`config.mk`:
```
export PLATFORM = sky130hd
export DESIGN_NAME = spi_reg_bridge
export DESIGN_NICKNAME = d
export VERILOG_FILES = /design/src/rtl/spi_reg_bridge.sv
export SDC_FILE = /design/constraint.sdc
export NUM_CORES = 1
export LEC_CHECK = 0
export ABC_AREA = 0
export CAP_MARGIN = 15
export CORE_MARGIN = 2
export CORE_UTILIZATION = 53
export DETAILED_ROUTE_END_ITERATION = 12
export PLACE_DENSITY = 0.88
export SLEW_MARGIN = 20
export SYNTH_ARGS = -nofsm -noshare
export SYNTH_HDL_FRONTEND = slang
export SYNTH_SLANG_ARGS = --single-unit
```
`constraint.sdc`:
```
create_clock -name clk -period 2.7 [get_ports clk]
set_input_delay 0.54 -clock clk [delete_from_list [all_inputs] [get_ports clk]]
set_output_delay 0.54 -clock clk [all_outputs]
set_load 0.005 [all_outputs]
```
`src/rtl/spi_reg_bridge.sv`:
```
// rtl/spi_reg_bridge.sv - SPI mode-0 slave exposing a small register file plus one read-only status byte
module spi_reg_bridge #(
  parameter  int NREGS       = 8,
  parameter  int SYNC_STAGES = 2,
  localparam int AW          = $clog2(NREGS)
) (
  input  logic                 clk,
  input  logic                 rst_n,
  input  logic                 sck_in,
  input  logic                 cs_n_in,
  input  logic                 mosi_in,
  output logic                 miso_out,
  output logic                 miso_oe,
  input  logic [7:0]           status_in,
  output logic [8*NREGS-9:0]   regs_out,
  output logic                 wr_strobe,
  output logic [AW-1:0]        wr_addr
);

  typedef enum logic [1:0] {IDLE, CMD, DATA, DONE} state_t;

  localparam logic [AW-1:0] STATUS_ADDR = AW'(NREGS - 1);

  state_t                 state_q, state_d;
  logic [SYNC_STAGES-1:0] sck_sync_q, sck_sync_d;
  logic [SYNC_STAGES-1:0] cs_sync_q, cs_sync_d;
  logic [SYNC_STAGES-1:0] mosi_sync_q, mosi_sync_d;
  logic                   sck_prev_q, sck_prev_d;
  logic [4:0]             cnt_q, cnt_d;
  logic [7:0]             shift_q, shift_d;
  logic [7:0]             tx_q, tx_d;
  logic                   tx_bit_q, tx_bit_d;
  logic                   rw_q, rw_d;
  logic [AW-1:0]          addr_q, addr_d;
  logic [7:0]             regs_q [NREGS-1];
  logic [7:0]             regs_d [NREGS-1];
  logic                   miso_q, miso_d;
  logic                   miso_oe_q, miso_oe_d;
  logic                   wr_strobe_q, wr_strobe_d;
  logic [AW-1:0]          wr_addr_q, wr_addr_d;
  logic [7:0]             rd_mux [NREGS];

  logic sck_s, cs_s, mosi_s, rise, fall;
  assign sck_s  = sck_sync_q[SYNC_STAGES-1];
  assign cs_s   = cs_sync_q[SYNC_STAGES-1];
  assign mosi_s = mosi_sync_q[SYNC_STAGES-1];
  assign rise   = sck_s & ~sck_prev_q;
  assign fall   = ~sck_s & sck_prev_q;

  always_comb begin
    for (int k = 0; k < NREGS - 1; k++) rd_mux[k] = regs_q[k];
    rd_mux[NREGS-1] = status_in;
  end

  always_comb begin
    sck_sync_d  = {sck_sync_q[SYNC_STAGES-2:0], sck_in};
    cs_sync_d   = {cs_sync_q[SYNC_STAGES-2:0], cs_n_in};
    mosi_sync_d = {mosi_sync_q[SYNC_STAGES-2:0], mosi_in};
    sck_prev_d  = sck_s;
    state_d     = state_q;
    cnt_d       = cnt_q;
    shift_d     = shift_q;
    tx_d        = tx_q;
    tx_bit_d    = tx_bit_q;
    rw_d        = rw_q;
    addr_d      = addr_q;
    regs_d      = regs_q;
    wr_strobe_d = 1'b0;
    wr_addr_d   = wr_addr_q;
    miso_oe_d   = ~cs_s;
    case (state_q)
      IDLE: begin
        cnt_d    = '0;
        shift_d  = '0;
        tx_d     = '0;
        tx_bit_d = 1'b0;
        if (!cs_s) state_d = CMD;
      end
      CMD: begin
        if (cs_s) begin
          state_d = IDLE;
        end else if (rise) begin
          shift_d = {shift_q[6:0], mosi_s};
          cnt_d   = cnt_q + 5'd1;
          if (cnt_q == 5'd7) begin
            rw_d    = shift_d[7];
            addr_d  = shift_d[AW-1:0];
            state_d = DATA;
            if (shift_d[7]) tx_d = rd_mux[addr_d];
          end
        end
      end
      DATA: begin
        if (cs_s) begin
          state_d = IDLE;
        end else if (rise) begin
          shift_d = {shift_q[6:0], mosi_s};
          cnt_d   = cnt_q + 5'd1;
          if (cnt_q == 5'd15) begin
            state_d = DONE;
            if (!rw_q && addr_q != STATUS_ADDR) begin
              for (int k = 0; k < NREGS - 1; k++)
                if (addr_q == AW'(k)) regs_d[k] = shift_d;
              wr_strobe_d = 1'b1;
              wr_addr_d   = addr_q;
            end
          end
        end else if (fall && rw_q) begin
          // tx_bit stages the outgoing bit so MISO settles one cycle after the shift
          tx_bit_d = tx_q[7];
          tx_d     = {tx_q[6:0], 1'b0};
        end
      end
      default: begin
        if (cs_s) state_d = IDLE;
      end
    endcase
    miso_d = (state_q == DATA && rw_q) ? tx_bit_q : 1'b0;
  end

  always_ff @(posedge clk or negedge rst_n) begin
    if (!rst_n) begin
      state_q     <= IDLE;
      sck_sync_q  <= '0;
      cs_sync_q   <= '1;
      mosi_sync_q <= '0;
      sck_prev_q  <= 1'b0;
      cnt_q       <= '0;
      shift_q     <= '0;
      tx_q        <= '0;
      tx_bit_q    <= 1'b0;
      rw_q        <= 1'b0;
      addr_q      <= '0;
      for (int k = 0; k < NREGS - 1; k++) regs_q[k] <= '0;
      miso_q      <= 1'b0;
      miso_oe_q   <= 1'b0;
      wr_strobe_q <= 1'b0;
      wr_addr_q   <= '0;
    end else begin
      state_q     <= state_d;
      sck_sync_q  <= sck_sync_d;
      cs_sync_q   <= cs_sync_d;
      mosi_sync_q <= mosi_sync_d;
      sck_prev_q  <= sck_prev_d;
      cnt_q       <= cnt_d;
      shift_q     <= shift_d;
      tx_q        <= tx_d;
      tx_bit_q    <= tx_bit_d;
      rw_q        <= rw_d;
      addr_q      <= addr_d;
      regs_q      <= regs_d;
      miso_q      <= miso_d;
      miso_oe_q   <= miso_oe_d;
      wr_strobe_q <= wr_strobe_d;
      wr_addr_q   <= wr_addr_d;
    end
  end

  for (genvar k = 0; k < NREGS - 1; k++) begin : g_regs_out
    assign regs_out[8*k +: 8] = regs_q[k];
  end

  assign miso_out  = miso_q;
  assign miso_oe   = miso_oe_q;
  assign wr_strobe = wr_strobe_q;
  assign wr_addr   = wr_addr_q;

endmodule

```
==> results.md, run 1 <==
| Item | Value |
|:---|:---|
| Status | complete, no violations |
| Buffers added on ports | 74 |
| Router iterations before antenna repair | 4 |
| Startpoint-to-endpoint class of the critical path | reg2reg |
| Compound-Gate Fraction of Synth Area | 8.47% |
| Startpoint Class | flip-flop |
| Standard cell area after detailed placement | 5300 um^2 |
| RSZ-0062 raised after global routing | no |
| Sequential share of power | 49.7% |
| Post-CTS Repair Setup Buffers | 0 |
| Syn Area/Cell | 13.5 um^2 |
| Endpoint kind of the worst setup timing path | flip-flop |
| Synth top area cells | sky130_fd_sc_hd__dfrtp_1, sky130_fd_sc_hd__mux2_2, sky130_fd_sc_hd__mux4_2 |
| Cell-by-cell listing of the critical path | ha_1 -> and3_1 -> ha_1 -> nand2_1 -> or4_1 -> nor2_2 -> mux2_2 |
| Number of antenna violations at the first check in global routing | 0 |
| Maximum number of pins on one net before global-route repair | 41 |
| Area share of fa/ha/maj cells after synthesis | 1.72% |
| Via count of the first global-routing pass | 3146 |
| Clock latency on the worst-skew pair | 370 ps |
| Async set-reset flop share out of synthesis | 100% |
| Number of sinks handled by clock tree synthesis | 96 |
| Ratio of cells with drive above 1 in the final layout | 30.7% |
| Post-synth top flop | sky130_fd_sc_hd__dfrtp_1 |
| Post-synthesis mux area share | 25.2% |
| Post-route setup TNS | 0 ps |
| Max Clock Freq | 388 MHz |
| Vias per cell | 6.04 |
| Count of mapped cells out of synthesis | 323 |
| Weighted congestion at the end of routability-driven global placement | 0.918 |
| Fill cell instance count of the final layout | 592 |
| Synthesis Warnings | 0 |
| Reported max-cap violation count | 0 |
| Combinational cell fraction of total power | 16.4% |
| Internal power summed over all cells | 2.17 mW |
| GRT Total Usage | 24.5% |
| Global-route wire length before repair | 16.4 mm |
| H-tree depth | 3 |
| Clock root buffer | sky130_fd_sc_hd__clkbuf_8 |
| Std cell rows | 33 |
| Remaining global-route overflow | 0 |
| Relative slew slack | 50.8% |
| Combinational family with the most area after synthesis | multiplexers |
| Highest fanout seen on the critical path | 8 |
| Largest voltage drop on the vdd net | 0.280 mV |
| Biggest cell delay along the critical path | 660 ps |
| Count of cell types in the netlist | 43 |
| Full die area | 8990 um^2 |
| Worst-case clock skew | 14.8 ps |
| Flop and latch count out of synthesis | 96 |
| Share of the yosys chip area belonging to registers | 55.0% |
| Count leader, synth | sky130_fd_sc_hd__dfrtp_1 |
| Fraction of synthesized cell area taken by the top area cell type | 53.8% |
| Slew Viols, Final | 0 |
| Leakage power of the design | 2.55 nW |
| Simple-gate portion of the synthesized area | 7.47% |
| Final design instance area without fill | 5520 um^2 |
| Height of the die | 94.8 um |
| Average wire per cell in the routed design | 19.9 um |
| Count of vias placed by the detailed router | 3112 |
| Worst hold path type | in2async |
| Number of enable flip-flop cells after synthesis | 0 |
| Antenna Cells | 0 |
| Minimum setup slack after placement | 145 ps |
| Drc violations | 0 |
| Utilization after layout | 68.2% |
| I/O Pins | 75 |
| Post-route minimum period | 2580 ps |
| Critical Path Slowest Stage Cell | sky130_fd_sc_hd__or4_1 |
| Synthesized area | 4370 um^2 |
| Actual slew at the worst max-slew pin | 732 ps |
| Slack of the critical path | 121 ps |
| Number of nets at the end of the flow | 425 |
| Worst R2R Setup Slack | 120 ps |
| Xor and xnor fraction of the mapped netlist area | 0% |
| Post-Syn Nets | 342 |
| Placeable core region | 8090 um^2 |
| Total length of routed wires | 10.3 mm |
| DRC violation total after the first TritonRoute iteration | 201 |
| Final ANT Viol Nets | 0 |
| TritonCTS clock tree | yes |
| Final worst path period share | 95.5% |
| Total clock buffers created by CTS | 9 |
| Clock Power Share | 33.9% |
| Switching power as a share of total power | 28.6% |
| Setup violators final | 0 |
| Post-detailed-placement half-perimeter wirelength | 7.24 mm |
| Max Root-Sink Buffers | 2 |
| Required time at the endpoint of the critical path | 2960 ps |
| Clock edge transition at the registers on the reported setup and hold paths | 100 ps |
| Total power per unit cell area | 550 nW/um^2 |
| Number of hold buffers added after cts | 0 |
| Die X-Extent | 94.8 um |
| Hold violation count in the final report | 0 |
| Cell type with the highest aggregate area in the netlist | sky130_fd_sc_hd__dfrtp_1 |
| Crit path arrival time | 2840 ps |
| Initial cell density of the core | 54.0% |
| Number of gates given a new drive strength after cts | 0 |
| Synthesis-to-layout area growth | 26.2% |
| Top cells by count, synth | sky130_fd_sc_hd__dfrtp_1, sky130_fd_sc_hd__mux2_2, sky130_fd_sc_hd__o21ai_0 |
| CP dominant cell by count | sky130_fd_sc_hd__ha_1 |
| Total net switching power | 0.869 mW |
## kinds of logic after synthesis
group           count (synthesis)
flops                          96
simple gates                   52
fa+ha+maj                       6
mux                            89
buf+inv                        25
compound gates                 55
## critical path, delay by kind of cell, from the launching register on
family                   cells  cell delay [ps]
flip-flops                   1              390
multiplexers                 1              390
AND/OR/NAND/NOR              4             1340
adder cells (fa/ha/maj)      2              360
## cells in the final DEF, fill, tap and decap left out, drive strengths merged, types with 9 or more instances in the layout
| cell type | n |
|---|---|
| dfrtp | 94 |
| a22o | 16 |
| mux2 | 77 |
| mux4 | 9 |
| buf | 16 |
| nand2 | 15 |
| inv | 9 |
| o21ai | 22 |
| clkdlybuf4s50 | 73 |
| clkbuf | 9 |
## per-stage QoR
| step | power (mW) | std cells | hold slack, ps |
|---|---|---|---|
| 4_1_cts | 3.04 | 515 | 157 |
| 5_1_grt | 3.16 | 515 | 177 |
| 3_3_place_gp | 2.00 | 500 | 334 |
| 2_1_floorplan | 1.85 | 323 | 244 |
| 6_report | 3.04 | 515 | 141 |
| 3_5_place_dp | 2.02 | 500 | 336 |
## final cells by class
type | count | area [um^2] | share of cell area, %
inverters | 8 | 30.0 | 0.544
flip-flops and latches | 96 | 2400 | 43.6
repair buffers | 89 | 863 | 15.6
clock buffers | 9 | 124 | 2.25
clock inverters | 6 | 91.3 | 1.66
multi-input cells | 202 | 1870 | 33.9
well taps | 105 | 131 | 2.38
## sequential cells by signal, summed over array words and instances (netlist names)
name and cells:
sck_prev_q 1, regs_out 56, shift_q 7, wr_addr 3
state_q 2, tx_q 8, mosi_sync_q 2, cs_sync_q 2
cnt_q 5, sck_sync_q 2, rw_q 1, miso_out 1
wr_strobe 1, addr_q 3, miso_oe 1, tx_bit_q 1
## power by group through the flow
stage | Combinational (mW) | Clock [mW] | Sequential (mW)
after floorplan | 0.339 | 0 | 1.51
after global placement | 0.464 | 0 | 1.53
after detailed placement | 0.486 | 0 | 1.54
after CTS | 0.496 | 1.03 | 1.51
after global routing | 0.554 | 1.09 | 1.51
final | 0.497 | 1.03 | 1.51
## layer usage
metal	vias to the layer above	track usage, %	routed length (um)
met5	-	0	0
met4	0	11.6	206
met3	18	4.63	738
met2	129	38.3	5070
met1	1608	33.3	4260
li1	1357	-	-
## worst paths after layout
check / from / endpoint / cells after the start
setup / recovery: cnt_q[0]$_DFFE_PN0P_ / regs_out[41]$_DFFE_PN0P_ / 7
hold / removal: rst_n / wr_strobe$_DFF_PN0_ / 1
setup reg to reg: cnt_q[0]$_DFFE_PN0P_ / regs_out[41]$_DFFE_PN0P_ / 7
hold reg to reg: sck_sync_q[0]$_DFF_PN0_ / sck_sync_q[1]$_DFF_PN0_ / 0
max in group asynchronous: rst_n / cnt_q[0]$_DFFE_PN0P_ / 2
min in group clk: sck_sync_q[0]$_DFF_PN0_ / sck_sync_q[1]$_DFF_PN0_ / 0
No activity file was read; power rests on OpenSTA's default activity.
==> inputs of run 2 (changes only) <==
- GPL_ROUTABILITY_DRIVEN: not set -> 0
==> run 2 against run 1 <==
- combinational power about the same
- final cell count increased by 0.39%
- via count decreased by 2.3%
- critical endpoint is now regs_out[36]$_DFFE_PN0P_
- largest cell class unchanged
- largest power group unchanged
==> results.md, run 2 (synthesis gave the netlist of run 1 again) <==
| Item | Value |
|:---|:---|
| Clock root buffer | sky130_fd_sc_hd__clkbuf_8 |
| Commonest non-fill, non-tap cell in the layout | sky130_fd_sc_hd__dfrtp_1 |
| Largest voltage drop on the vdd net | 0.295 mV |
| Maximum number of pins on one net before global-route repair | 41 |
| Number of nets at the end of the flow | 427 |
| Length in cells of the worst reg-to-reg path | 8 |
| Drc violations | 0 |
| Setup violators final | 0 |
| Required time at the endpoint of the critical path | 2960 ps |
| Height of the die | 94.8 um |
| Post-detailed-placement half-perimeter wirelength | 7.21 mm |
| Actual slew at the worst max-slew pin | 720 ps |
| Endpoint kind of the worst setup timing path | flip-flop |
| Final worst path period share | 92.9% |
| Number of sinks handled by clock tree synthesis | 96 |
| Post-route minimum period | 2510 ps |
| Leakage power of the design | 2.56 nW |
| Cell-by-cell listing of the critical path | ha_1 -> and3_1 -> ha_1 -> nand2_1 -> or4_4 -> nor3b_4 -> buf_4 -> mux2_2 |
| Remaining global-route overflow | 0 |
| Relative slew slack | 51.7% |
| Die X-Extent | 94.8 um |
| Top cell family by delay on the critical path | simple AND/OR/NAND/NOR gates |
| Full die area | 8990 um^2 |
| Startpoint Class | flip-flop |
| Final ANT Viol Nets | 0 |
| Startpoint-to-endpoint class of the critical path | reg2reg |
| Max reg flops | 56 |
| Total length of routed wires | 10.3 mm |
| I/O Pins | 75 |
| Biggest cell delay along the critical path | 580 ps |
| Placeable core region | 8090 um^2 |
| Crit path arrival time | 2770 ps |
| RSZ-0062 raised after global routing | no |
| TritonCTS clock tree | yes |
| Total power per unit cell area | 550 nW/um^2 |
| Hold violation count in the final report | 0 |
| Via count of the first global-routing pass | 3123 |
| Highest fanout seen on the critical path | 8 |
| Ratio of cells with drive above 1 in the final layout | 31.3% |
| Number of hold buffers added after cts | 0 |
| Reported max-cap violation count | 0 |
| Fill cell instance count of the final layout | 585 |
| Slew Viols, Final | 0 |
| Router iterations before antenna repair | 4 |
| CP dominant cell by count | sky130_fd_sc_hd__ha_1 |
| GRT Total Usage | 25.2% |
| Reg-to-reg startpoint | cnt_q[0]$_DFFE_PN0P_ |
| Clock latency on the worst-skew pair | 370 ps |
| Vias per cell | 5.88 |
| Final-layout worst hold slack | 140 ps |
| Synthesis-to-layout area growth | 26.7% |
| Post-route setup TNS | 0 ps |
| DRC violation total after the first TritonRoute iteration | 128 |
| Critical Path Slowest Stage Cell | sky130_fd_sc_hd__or4_4 |
| Clock edge transition at the registers on the reported setup and hold paths | 90 ps |
| Total clock buffers created by CTS | 9 |
| Average wire per cell in the routed design | 20.0 um |
| Commonest cells after routing, fill and taps aside | sky130_fd_sc_hd__dfrtp_1, sky130_fd_sc_hd__mux2_2, sky130_fd_sc_hd__clkdlybuf4s50_1 |
| Max Root-Sink Buffers | 2 |
| Count of vias placed by the detailed router | 3041 |
| Number of antenna violations at the first check in global routing | 0 |
| Initial cell density of the core | 54.0% |
| Worst hold path type | in2async |
| Buffers added on ports | 74 |
| Global-route wire length before repair | 16.7 mm |
| H-tree depth | 3 |
| Worst R2R Setup Slack | 190 ps |
| Worst-case clock skew | 8.79 ps |
| Max Clock Freq | 399 MHz |
| Antenna Cells | 0 |
| Status | complete, no violations |
| Endpoint of the most critical register-to-register path | regs_out[36]$_DFFE_PN0P_ |
| Number of buffers and inverters on the critical path | 1 |
| Std cell rows | 33 |
-- run 2: cell count changes in the layout (fill, tap and decap cells not counted), sizes merged --
cell	delta
buf	+2
-- run 2: report_power, final --
group	internal, mW	leakage (nW)	switching (mW)
Combinational	0.176	1.13	0.323
Clock	0.524	0.110	0.514
Sequential	1.47	1.32	0.0410
-- run 2: layout make-up --
cell class	instances	area, um^2	share of cell area, %
Multi-Input combinational cell	202	1880	33.9
Clock inverter	6	91.3	1.65
Timing Repair Buffer	91	878	15.9
Clock buffer	9	124	2.24
Sequential cell	96	2400	43.4
Tap cell	105	131	2.37
Inverter	8	30.0	0.542
-- run 2: routing by layer --
metal  vias to the layer above  GRT usage, %  routed length [um]
met5                         -             0                   0
met3                        13          4.95                 673
met2                       109          41.6                5320
met1                      1561          34.0                4180
li1                       1358             -                   -
met4                         0          7.85                 155
-- run 2: worst max-delay path by stage --
| stage | end | startpoint | slack, ps | cells after the start |
|---|---|---|---|---|
| after global placement | regs_out[46]$_DFFE_PN0P_ | cnt_q[0]$_DFFE_PN0P_ | 170 | 7 |
| after CTS | regs_out[42]$_DFFE_PN0P_ | cnt_q[1]$_DFFE_PN0P_ | 50 | 7 |
| final | regs_out[36]$_DFFE_PN0P_ | cnt_q[0]$_DFFE_PN0P_ | 190 | 8 |
| after detailed placement | regs_out[42]$_DFFE_PN0P_ | cnt_q[0]$_DFFE_PN0P_ | 70 | 7 |
| after floorplan | regs_out[32]$_DFFE_PN0P_ | cnt_q[0]$_DFFE_PN0P_ | 350 | 8 |
| after global routing | regs_out[36]$_DFFE_PN0P_ | cnt_q[0]$_DFFE_PN0P_ | 80 | 8 |
-- run 2: through the flow --
stage / total power, mW / cells / instance area, um^2 / worst slack (ps) / utilization [%]
finish: 3.05 / 517 / 5540 / 192 / 68.5
global route: 3.16 / 517 / 5540 / 76.7 / 68.5
CTS: 3.05 / 515 / 5520 / 51.8 / 68.2
detailed placement: 2.02 / 500 / 5300 / 68.3 / 65.5
global placement: 1.99 / 500 / 5300 / 166 / 65.5
floorplan: 1.85 / 323 / 4370 / 348 / -
-- run 2: timing repair --
| action | 4_1_cts | 5_1_grt |
|---|---|---|
| setup buffers | 0 | 2 |
| endpoints found under the hold margin | 0 | 0 |
| resized for setup | 0 | 2 |
| setup endpoints to repair | 0 | 24 |
==> inputs of run 3 (changes only) <==
- CELL_PAD_IN_SITES_DETAIL_PLACEMENT: not set -> 0
- CELL_PAD_IN_SITES_GLOBAL_PLACEMENT: not set -> 1
- CORE_UTILIZATION: 53 -> 43
==> run 3 against run 2 <==
- utilization is 11 points lower
- wire length rose by 0.86%
- clock skew about the same
- maximum frequency increased by 3.3%
- non-clock buffer count shrank 3
- die area up 22%
- clock power grew 12%
- global-route usage shrank 5.5 points
- first-iteration DRC count decreased by 17%
- via count down 1.2%
- design area is 1.5% higher
==> results.md, run 3 (synthesis gave the netlist of run 1 again) <==
| Item | Value |
|:---|:---|
| Area occupied by multi-input gates | 1880 um^2 |
| Cell-by-cell listing of the critical path | ha_1 -> and3_1 -> ha_1 -> nand2_1 -> or4_4 -> nor3b_4 -> buf_12 -> mux2_2 |
| Reported max-cap violation count | 0 |
| Drc violations | 0 |
| Worst-case clock skew | 8.75 ps |
| Post-route minimum period | 2430 ps |
| Biggest cell delay along the critical path | 560 ps |
| Worst hold path type | in2async |
| Commonest cells after routing, fill and taps aside | sky130_fd_sc_hd__dfrtp_1, sky130_fd_sc_hd__mux2_2, sky130_fd_sc_hd__clkdlybuf4s50_1 |
| Max reg flops | 56 |
| Height of the die | 105 um |
| Clock edge transition at the registers on the reported setup and hold paths | 100 ps |
| Ratio of cells with drive above 1 in the final layout | 31.0% |
| Via count of the first global-routing pass | 3152 |
| Average wire per cell in the routed design | 19.2 um |
| Global-route wire length before repair | 17.0 mm |
| Total length of routed wires | 10.4 mm |
| Required time at the endpoint of the critical path | 2940 ps |
| Minimum setup slack after placement | 44.3 ps |
| Utilization after layout | 57.3% |
| Max Root-Sink Buffers | 2 |
| Number of antenna violations at the first check in global routing | 0 |
| Maximum number of pins on one net before global-route repair | 56 |
| Number of nets at the end of the flow | 424 |
| Clock root buffer | sky130_fd_sc_hd__clkbuf_8 |
| H-tree depth | 3 |
| GRT Total Usage | 19.7% |
| Placeable core region | 9820 um^2 |
| Die X-Extent | 105 um |
| Clock latency on the worst-skew pair | 360 ps |
| RSZ-0062 raised after global routing | no |
| Initial cell density of the core | 44.5% |
| Slew Viols, Final | 0 |
| Highest fanout seen on the critical path | 8 |
| I/O Pins | 75 |
| Register area | 2400 um^2 |
| Status | complete, no violations |
| Startpoint-to-endpoint class of the critical path | reg2reg |
| Reg-to-reg startpoint | cnt_q[0]$_DFFE_PN0P_ |
| Number of sinks handled by clock tree synthesis | 96 |
| Remaining global-route overflow | 0 |
| Critical Path Slowest Stage Cell | sky130_fd_sc_hd__or4_4 |
| First element of the critical path | cnt_q[0]$_DFFE_PN0P_ |
| Fill cell instance count of the final layout | 843 |
| Router iterations before antenna repair | 5 |
| Largest voltage drop on the vdd net | 0.272 mV |
| Count of vias placed by the detailed router | 3004 |
| Leakage power of the design | 2.57 nW |
| Final ANT Viol Nets | 0 |
| Actual slew at the worst max-slew pin | 792 ps |
| Startpoint Class | flip-flop |
| Setup violators final | 0 |
| Post-route setup TNS | 0 ps |
| Synthesis-to-layout area growth | 28.6% |
| Max Clock Freq | 412 MHz |
| Std cell rows | 36 |
| Commonest non-fill, non-tap cell in the layout | sky130_fd_sc_hd__dfrtp_1 |
| Top cell family by delay on the critical path | simple AND/OR/NAND/NOR gates |
| CP dominant cell by count | sky130_fd_sc_hd__ha_1 |
| Number of buffers and inverters on the critical path | 1 |
| Total clock buffers created by CTS | 9 |
| DRC violation total after the first TritonRoute iteration | 106 |
| TritonCTS clock tree | yes |
| Final worst path period share | 90.0% |
| Hold violation count in the final report | 0 |
| Vias per cell | 5.53 |
| Antenna Cells | 0 |
| Post-detailed-placement half-perimeter wirelength | 7.39 mm |
| Full die area | 11000 um^2 |
| Slack of the critical path | 271 ps |
| Endpoint kind of the worst setup timing path | flip-flop |
| Crit path arrival time | 2670 ps |
| Total power per unit cell area | 561 nW/um^2 |
| Relative slew slack | 46.8% |
| Buffers added on ports | 74 |
[run 3: worst reg2reg max path: cells and delay by family (launching register included)]
kind,cells,cell delay (ps)
adders and majority gates,2,370
buffers and inverters,1,150
DFF,1,400
muxes,1,330
and+or+nand+nor,4,1060
[run 3: what timing repair did]
item | in CTS | in global routing
resized for setup | 0 | 1
hold buffers | 0 | 0
buffers inserted | 0 | 3
setup endpoints to repair | 0 | 24
[run 3: layout make-up]
| cell class | instances | area share (%) |
|---|---|---|
| Clock buffer | 10 | 2.45 |
| Inverter | 8 | 0.534 |
| Sequential cell | 96 | 42.8 |
| Multi-Input combinational cell | 202 | 33.4 |
| Tap cell | 133 | 2.96 |
| Clock inverter | 6 | 2.05 |
| Timing Repair Buffer | 88 | 15.9 |
[run 3: path summary, 6_finish.rpt]
check	slack, ps	cells after the start	endpoint
setup / recovery	270	8	regs_out[11]$_DFFE_PN0P_
hold / removal	150	1	regs_out[29]$_DFFE_PN0P_
setup reg to reg	270	8	regs_out[11]$_DFFE_PN0P_
hold reg to reg	350	0	sck_sync_q[1]$_DFF_PN0_
max in group asynchronous	1870	2	addr_q[1]$_DFFE_PN0P_
min in group clk	350	0	sck_sync_q[1]$_DFF_PN0_
[run 3: power by group]
| group | internal (mW) | switching [mW] | leakage [nW] | total [mW] |
|---|---|---|---|---|
| clock | 0.645 | 0.510 | 0.123 | 1.16 |
| sequential | 1.47 | 0.0435 | 1.32 | 1.51 |
| combinational | 0.174 | 0.316 | 1.13 | 0.490 |
[run 3: layer usage]
| layer | part of all wire (%) | global-route usage (%) | up-vias |
|---|---|---|---|
| met5 | 0 | 0 | - |
| met4 | 0.95 | 5.14 | 0 |
| met3 | 4.4 | 4.68 | 11 |
| met2 | 51 | 33.2 | 76 |
| met1 | 44 | 25.7 | 1563 |
| li1 | - | - | 1354 |
[run 3: through the flow]
step	area [um^2]	hold WS [ps]	total power, mW	cells
2_1_floorplan	4370	244	1.85	323
3_3_place_gp	5310	334	2.01	524
3_5_place_dp	5310	336	2.02	524
4_1_cts	5560	162	3.18	540
5_1_grt	5620	189	3.29	543
6_report	5620	154	3.16	543
